[src/rtl/spi_master_tx_if.sv]
// Word-side handshake plus SPI pins of the spi_master_tx initiator.
// modport master is the SPI initiator itself; modport slave is whatever surrounds it.
interface spi_master_tx_if;
    logic [31:0] tx_data;
    logic        tx_valid;
    logic        tx_ready;
    logic        busy;
    logic        sclk;
    logic        mosi;
    logic        ss_n;
    logic        miso;
    logic [31:0] rx_data;
    logic        rx_valid;
    logic [2:0]  dbg_state;

    modport master (
        input  tx_data, tx_valid, miso,
        output tx_ready, busy, sclk, mosi, ss_n, rx_data, rx_valid, dbg_state
    );

    modport slave (
        output tx_data, tx_valid, miso,
        input  tx_ready, busy, sclk, mosi, ss_n, rx_data, rx_valid, dbg_state
    );
endinterface

[src/rtl/spi_master_tx.sv]
// SPI mode-0 initiator: shifts 32-bit words out MSB-first with a slowed sclk and a fixed ss_n frame.
// Define SPI_RX_CAPTURE_EN to also capture miso into rx_data at the end of each frame.
module spi_master_tx #(
    parameter int CLK_DIV    = 4,
    parameter int GAP_CYCLES = 8
) (
    input  logic           clock,
    input  logic           reset_n,
    spi_master_tx_if.master bus
);
    // tx_valid/tx_ready: a word transfers on any posedge where both are high; tx_ready is
    // high exactly while IDLE and never depends on tx_valid, so requests outside IDLE are dropped.
    typedef enum logic [2:0] {IDLE, LEAD, SHIFT, TRAIL, GAP} state_t;

    localparam int CNT_MAX = (CLK_DIV > GAP_CYCLES) ? CLK_DIV : GAP_CYCLES;
    localparam int CNT_W   = $clog2(CNT_MAX + 1);
    localparam logic [CNT_W-1:0] DIV_LAST = CNT_W'(CLK_DIV - 1);
    localparam logic [CNT_W-1:0] GAP_LAST = CNT_W'(GAP_CYCLES - 1);

    state_t           state_q, state_d;
    logic [CNT_W-1:0] cnt_q, cnt_d;
    logic [4:0]       bit_cnt_q, bit_cnt_d;
    logic [31:0]      shreg_q, shreg_d;
    logic             sclk_q, sclk_d;
    logic             ss_n_q, ss_n_d;
    logic             div_end;

    assign div_end = (cnt_q == DIV_LAST);

    always_ff @(posedge clock or negedge reset_n) begin
        if (!reset_n) begin
            state_q   <= IDLE;
            cnt_q     <= '0;
            bit_cnt_q <= '0;
            shreg_q   <= '0;
            sclk_q    <= 1'b0;
            ss_n_q    <= 1'b1;
        end else begin
            state_q   <= state_d;
            cnt_q     <= cnt_d;
            bit_cnt_q <= bit_cnt_d;
            shreg_q   <= shreg_d;
            sclk_q    <= sclk_d;
            ss_n_q    <= ss_n_d;
        end
    end

    // mosi is the top of the shift register, so clearing it at frame end returns mosi to 0.
    always_comb begin
        state_d   = state_q;
        cnt_d     = cnt_q + 1'b1;
        bit_cnt_d = bit_cnt_q;
        shreg_d   = shreg_q;
        sclk_d    = sclk_q;
        ss_n_d    = ss_n_q;
        case (state_q)
            IDLE: begin
                cnt_d = '0;
                if (bus.tx_valid) begin
                    state_d   = LEAD;
                    shreg_d   = bus.tx_data;
                    ss_n_d    = 1'b0;
                    bit_cnt_d = '0;
                end
            end
            LEAD: begin
                if (div_end) begin
                    cnt_d   = '0;
                    state_d = SHIFT;
                end
            end
            SHIFT: begin
                if (div_end) begin
                    cnt_d = '0;
                    if (!sclk_q) begin
                        sclk_d    = 1'b1;
                        bit_cnt_d = bit_cnt_q + 5'd1;
                    end else begin
                        sclk_d = 1'b0;
                        // The rising-edge count wraps to 0 only after the 32nd rise.
                        if (bit_cnt_q == 5'd0) begin
                            state_d = TRAIL;
                        end else begin
                            shreg_d = {shreg_q[30:0], 1'b0};
                        end
                    end
                end
            end
            TRAIL: begin
                if (div_end) begin
                    cnt_d   = '0;
                    state_d = GAP;
                    ss_n_d  = 1'b1;
                    shreg_d = '0;
                end
            end
            GAP: begin
                if (cnt_q == GAP_LAST) begin
                    cnt_d   = '0;
                    state_d = IDLE;
                end
            end
            default: begin
                cnt_d   = '0;
                state_d = IDLE;
            end
        endcase
    end

    assign bus.tx_ready  = (state_q == IDLE);
    assign bus.busy      = (state_q != IDLE);
    assign bus.sclk      = sclk_q;
    assign bus.ss_n      = ss_n_q;
    assign bus.mosi      = shreg_q[31];
    assign bus.dbg_state = state_q;

`ifdef SPI_RX_CAPTURE_EN
    logic [31:0] rx_shift_q, rx_shift_d;
    logic [31:0] rx_data_q, rx_data_d;
    logic        rx_valid_q, rx_valid_d;

    always_ff @(posedge clock or negedge reset_n) begin
        if (!reset_n) begin
            rx_shift_q <= '0;
            rx_data_q  <= '0;
            rx_valid_q <= 1'b0;
        end else begin
            rx_shift_q <= rx_shift_d;
            rx_data_q  <= rx_data_d;
            rx_valid_q <= rx_valid_d;
        end
    end

    // miso is taken on the same edge that launches sclk high, i.e. as the peer sees the rise.
    always_comb begin
        rx_shift_d = rx_shift_q;
        rx_data_d  = rx_data_q;
        rx_valid_d = 1'b0;
        if (state_q == SHIFT && div_end && !sclk_q) begin
            rx_shift_d = {rx_shift_q[30:0], bus.miso};
        end
        if (state_q == TRAIL && div_end) begin
            rx_data_d  = rx_shift_q;
            rx_valid_d = 1'b1;
        end
    end

    assign bus.rx_data  = rx_data_q;
    assign bus.rx_valid = rx_valid_q;
`else
    logic unused_miso;
    assign unused_miso  = bus.miso;
    assign bus.rx_data  = '0;
    assign bus.rx_valid = 1'b0;
`endif
endmodule

[src/flat_wrapper.sv]
// flat-port wrapper written by rule: the top's interface ports become plain ports
module spi_master_tx_flat 
#(
    parameter int CLK_DIV    = 4,
    parameter int GAP_CYCLES = 8
)
  (clock, reset_n, bus_tx_data, bus_tx_valid, bus_miso, bus_tx_ready, bus_busy, bus_sclk, bus_mosi, bus_ss_n, bus_rx_data, bus_rx_valid, bus_dbg_state);
  spi_master_tx_if bus_i ();
  input  logic clock;
  input  logic reset_n;
  input wire logic [$bits(bus_i.tx_data)-1:0] bus_tx_data;
  input wire logic [$bits(bus_i.tx_valid)-1:0] bus_tx_valid;
  input wire logic [$bits(bus_i.miso)-1:0] bus_miso;
  output wire logic [$bits(bus_i.tx_ready)-1:0] bus_tx_ready;
  output wire logic [$bits(bus_i.busy)-1:0] bus_busy;
  output wire logic [$bits(bus_i.sclk)-1:0] bus_sclk;
  output wire logic [$bits(bus_i.mosi)-1:0] bus_mosi;
  output wire logic [$bits(bus_i.ss_n)-1:0] bus_ss_n;
  output wire logic [$bits(bus_i.rx_data)-1:0] bus_rx_data;
  output wire logic [$bits(bus_i.rx_valid)-1:0] bus_rx_valid;
  output wire logic [$bits(bus_i.dbg_state)-1:0] bus_dbg_state;
  assign bus_i.tx_data = bus_tx_data;
  assign bus_i.tx_valid = bus_tx_valid;
  assign bus_i.miso = bus_miso;
  assign bus_tx_ready = bus_i.tx_ready;
  assign bus_busy = bus_i.busy;
  assign bus_sclk = bus_i.sclk;
  assign bus_mosi = bus_i.mosi;
  assign bus_ss_n = bus_i.ss_n;
  assign bus_rx_data = bus_i.rx_data;
  assign bus_rx_valid = bus_i.rx_valid;
  assign bus_dbg_state = bus_i.dbg_state;
  spi_master_tx #(.CLK_DIV(CLK_DIV), .GAP_CYCLES(GAP_CYCLES)) u_core (.clock(clock), .reset_n(reset_n), .bus(bus_i));
endmodule
[config.mk]
export PLATFORM = sky130hd
export DESIGN_NAME = spi_master_tx_flat
export DESIGN_NICKNAME = d
export VERILOG_FILES = /design/src/rtl/spi_master_tx_if.sv /design/src/rtl/spi_master_tx.sv /design/src/flat_wrapper.sv
export SDC_FILE = /design/constraint.sdc
export NUM_CORES = 1
export LEC_CHECK = 0
export BUFFER_PORTS_ARGS = -buffer_cell sky130_fd_sc_hd__buf_2
export CAP_MARGIN = 30
export CELL_PAD_IN_SITES_DETAIL_PLACEMENT = 0
export CELL_PAD_IN_SITES_GLOBAL_PLACEMENT = 1
export CORE_ASPECT_RATIO = 0.7
export CORE_UTILIZATION = 43
export CTS_CLUSTER_SIZE = 12
export DETAILED_ROUTE_END_ITERATION = 10
export MAX_ROUTING_LAYER = met4
export PLACE_DENSITY = 0.92
export RECOVER_POWER = 100
export SYNTH_ARGS = -nofsm -noshare
export SYNTH_HDL_FRONTEND = slang
export SYNTH_SLANG_ARGS = --single-unit
[constraint.sdc]
create_clock -name clock -period 3 [get_ports clock]
set_input_delay 0.6 -clock clock [delete_from_list [all_inputs] [get_ports clock]]
set_output_delay 0.6 -clock clock [all_outputs]
set_load 0.02 [all_outputs]
==> metrics.txt <==
status complete, no violations; Nets about 300; Async S/R FF share, synth 100%; maximum vdd drop between 0.0003 and 0.0004 V; Synth area leaders dfrtp_1 (43%), a22o_1 (11%), mux2_2 (9.8%); Fillers about 550; Sequential Power Share a little over two fifths; # IOs 77; YS warnings 0; initial drt markers 100; sw frac 37.5%; 1st-pass router iterations 4; Psw 0.971 mW; TritonCTS Buffers 5; fin crit period ~2300 ps; first-pass GRT wire length slightly below 8000 um; FF+latch count, synth 46; Combinational Power Share around 44%; Synth Instances 227; TNS Setup 0 ps; GRT Util Overall 16.1%; Antenna Cells 0; Hold Crit Class input port to asynchronous set/reset pin; DRC Markers 0; Longest Clk Path Bufs 2; core area 5810 um^2; Clock Skew roughly 9 ps; Area Growth Syn to Fin 7.00%; Tot Pwr 2.59 mW; H-tree depth 2; syn_area_per_cell 11.7 um^2; IO Port Bufs between 40 and 50; Static Leak approximately 1.3 nW; Post-synth EDFFs 0; Pwr Density roughly 900 nW/um^2; largest area contributor in the netlist dfrtp_1; Worst Setup End Kind register; fin cells 341; vias in the first global route roughly 1.6k; placed insts approximately 330; Vias around 1.7k; pin count of the biggest net entering global routing 37; crit path DAT around 2500 ps; clk sinks 46; share of cells above drive strength 1 between 20% and 30%; reg2reg setup slack 660 ps; final worst-path cycle share 78.0%; CP Max Fanout 32; most common cell after layout, fill and taps aside dfrtp_1; die width 95.7 um; synth unique cells 37; Startpoint Class register; sequential share of the synthesized area 43.6%; vias per cell slightly above 5; Final Hold Vio Count 0; crit path kind register to register; CTS tree done; Cell Rows 23; WP data required approximately 3200 ps; number of setup violations in the final report 0; CTS resizes 0; ys flop type dfrtp_1; grt total ovfl 0; clock power share between 10% and 20%; Slew @ Worst Pin around 670 ps; root buf cell clkbuf_8; Yosys top cell area share about 43%; Post-CTS Setup Bufs 0; routed len/inst ~14 um; CTS Hold Buffers Added 0; unrepaired setup endpoints after global routing no; final slew viol count 0; WL final 4760 um; clock latency on the worst-skew pair 290 ps; Die Span Y between 60 and 70 um; Max Clk Rate between 0.4 and 0.5 GHz; P_int 1.62 mW; RD Place Congestion between 0.7 and 0.8; commonest cells after routing, fill and taps aside dfrtp_1 (45), a22o_1 (33), conb_1 (33), buf_2 (33), mux2_2 (23); initial core utilization 45.5%; clk slew on worst S/H paths 80 ps; number of max-cap violations 0; Slew Limit Headroom between 50% and 60%; Netlist Area Pre-Place 2650 um^2; antenna violations before repair 0; die area around 6500 um^2; DPL Wire Length between 3000 and 4000 um; antenna-violating nets left 0
-- final timing paths --
| path | from | depth (start not counted) | end |
|---|---|---|---|
| setup / recovery | u_core.cnt_q[0] | 5 | u_core.shreg_q[1] |
| hold / removal | reset_n | 1 | u_core.bus.dbg_state[1] |
| setup reg to reg | u_core.cnt_q[0] | 5 | u_core.shreg_q[1] |
| hold reg to reg | u_core.bus.ss_n | 2 | u_core.bus.ss_n |
| max in group asynchronous | reset_n | 2 | u_core.shreg_q[8] |
| min in group clock | u_core.bus.ss_n | 2 | u_core.bus.ss_n |
-- worst max-delay path, stage by stage, from the launching register on --
cell and delay [ps]:
dfrtp_1 380, ha_1 300, or3b_1 450, o32ai_4 290
buf_4 420, mux2_2 390
-- power groups by stage --
stage | sequential [mW] | clock, mW | combinational [mW]
floorplan | 1.04 | 0 | 1.06
global route | 1.12 | 0.422 | 1.24
global placement | 1.08 | 0 | 1.20
detailed placement | 1.09 | 0 | 1.24
CTS | 1.08 | 0.395 | 1.25
finish | 1.08 | 0.378 | 1.13
-- flip-flops by register name (all words and copies together) (netlist names) --
name and flops:
u_core.bus.sclk 1, u_core.bus.dbg_state 3, u_core.bit_cnt_q 5, u_core.shreg_q 32, u_core.bus.ss_n 1, u_core.cnt_q 4
-- cell type report --
class	instances	area, um^2	area share [%]
tap	75	93.8	3.32
inverter	5	18.8	0.663
timing repair buffer	46	241	8.53
sequential	46	1150	40.7
multi-input combinational	161	1230	43.5
clock buffer	7	86.3	3.05
clock inverter	1	5.00	0.177
-- layer usage --
metal,GRT usage (%),share of wire [%]
met3,4.84,4.9
met4,1.31,0.17
met1,21.4,47
met5,-,0
met2,25.6,48
-- Yosys cell counts, types with 4 or more instances --
cell type and number:
buf_4 33, nor2_1 7, mux2_2 23, o31ai_1 4, inv_1 5, o21ai_0 5, dfrtp_1 45, mux2_4 11
nand2_1 8, clkbuf_1 7, a22o_1 33, nand3_1 9
-- metrics by stage --
stage / setup WS (ps) / util [%] / hold slack, ps / cell area (um^2)
after global placement: 718 / 47.7 / 447 / 2770
after floorplan: 980 / - / 304 / 2770
after global routing: 556 / 48.7 / 345 / 2830
after detailed placement: 632 / 48.0 / 461 / 2790
final: 660 / 48.7 / 317 / 2830
after CTS: 611 / 49.6 / 179 / 2880
-- logic make-up after synthesis --
| kind of cell | share of synthesized area, % |
|---|---|
| multiplexers | 16.0 |
| flip-flops | 43.6 |
| AO/OA/AOI/OAI | 16.5 |
| buffers and inverters | 13.1 |
| other | 0.142 |
| XOR/XNOR | 0.994 |
| adder cells (fa/ha/maj) | 1.42 |
| AND/OR/NAND/NOR | 8.28 |
No activity file was read; power rests on OpenSTA's default activity.
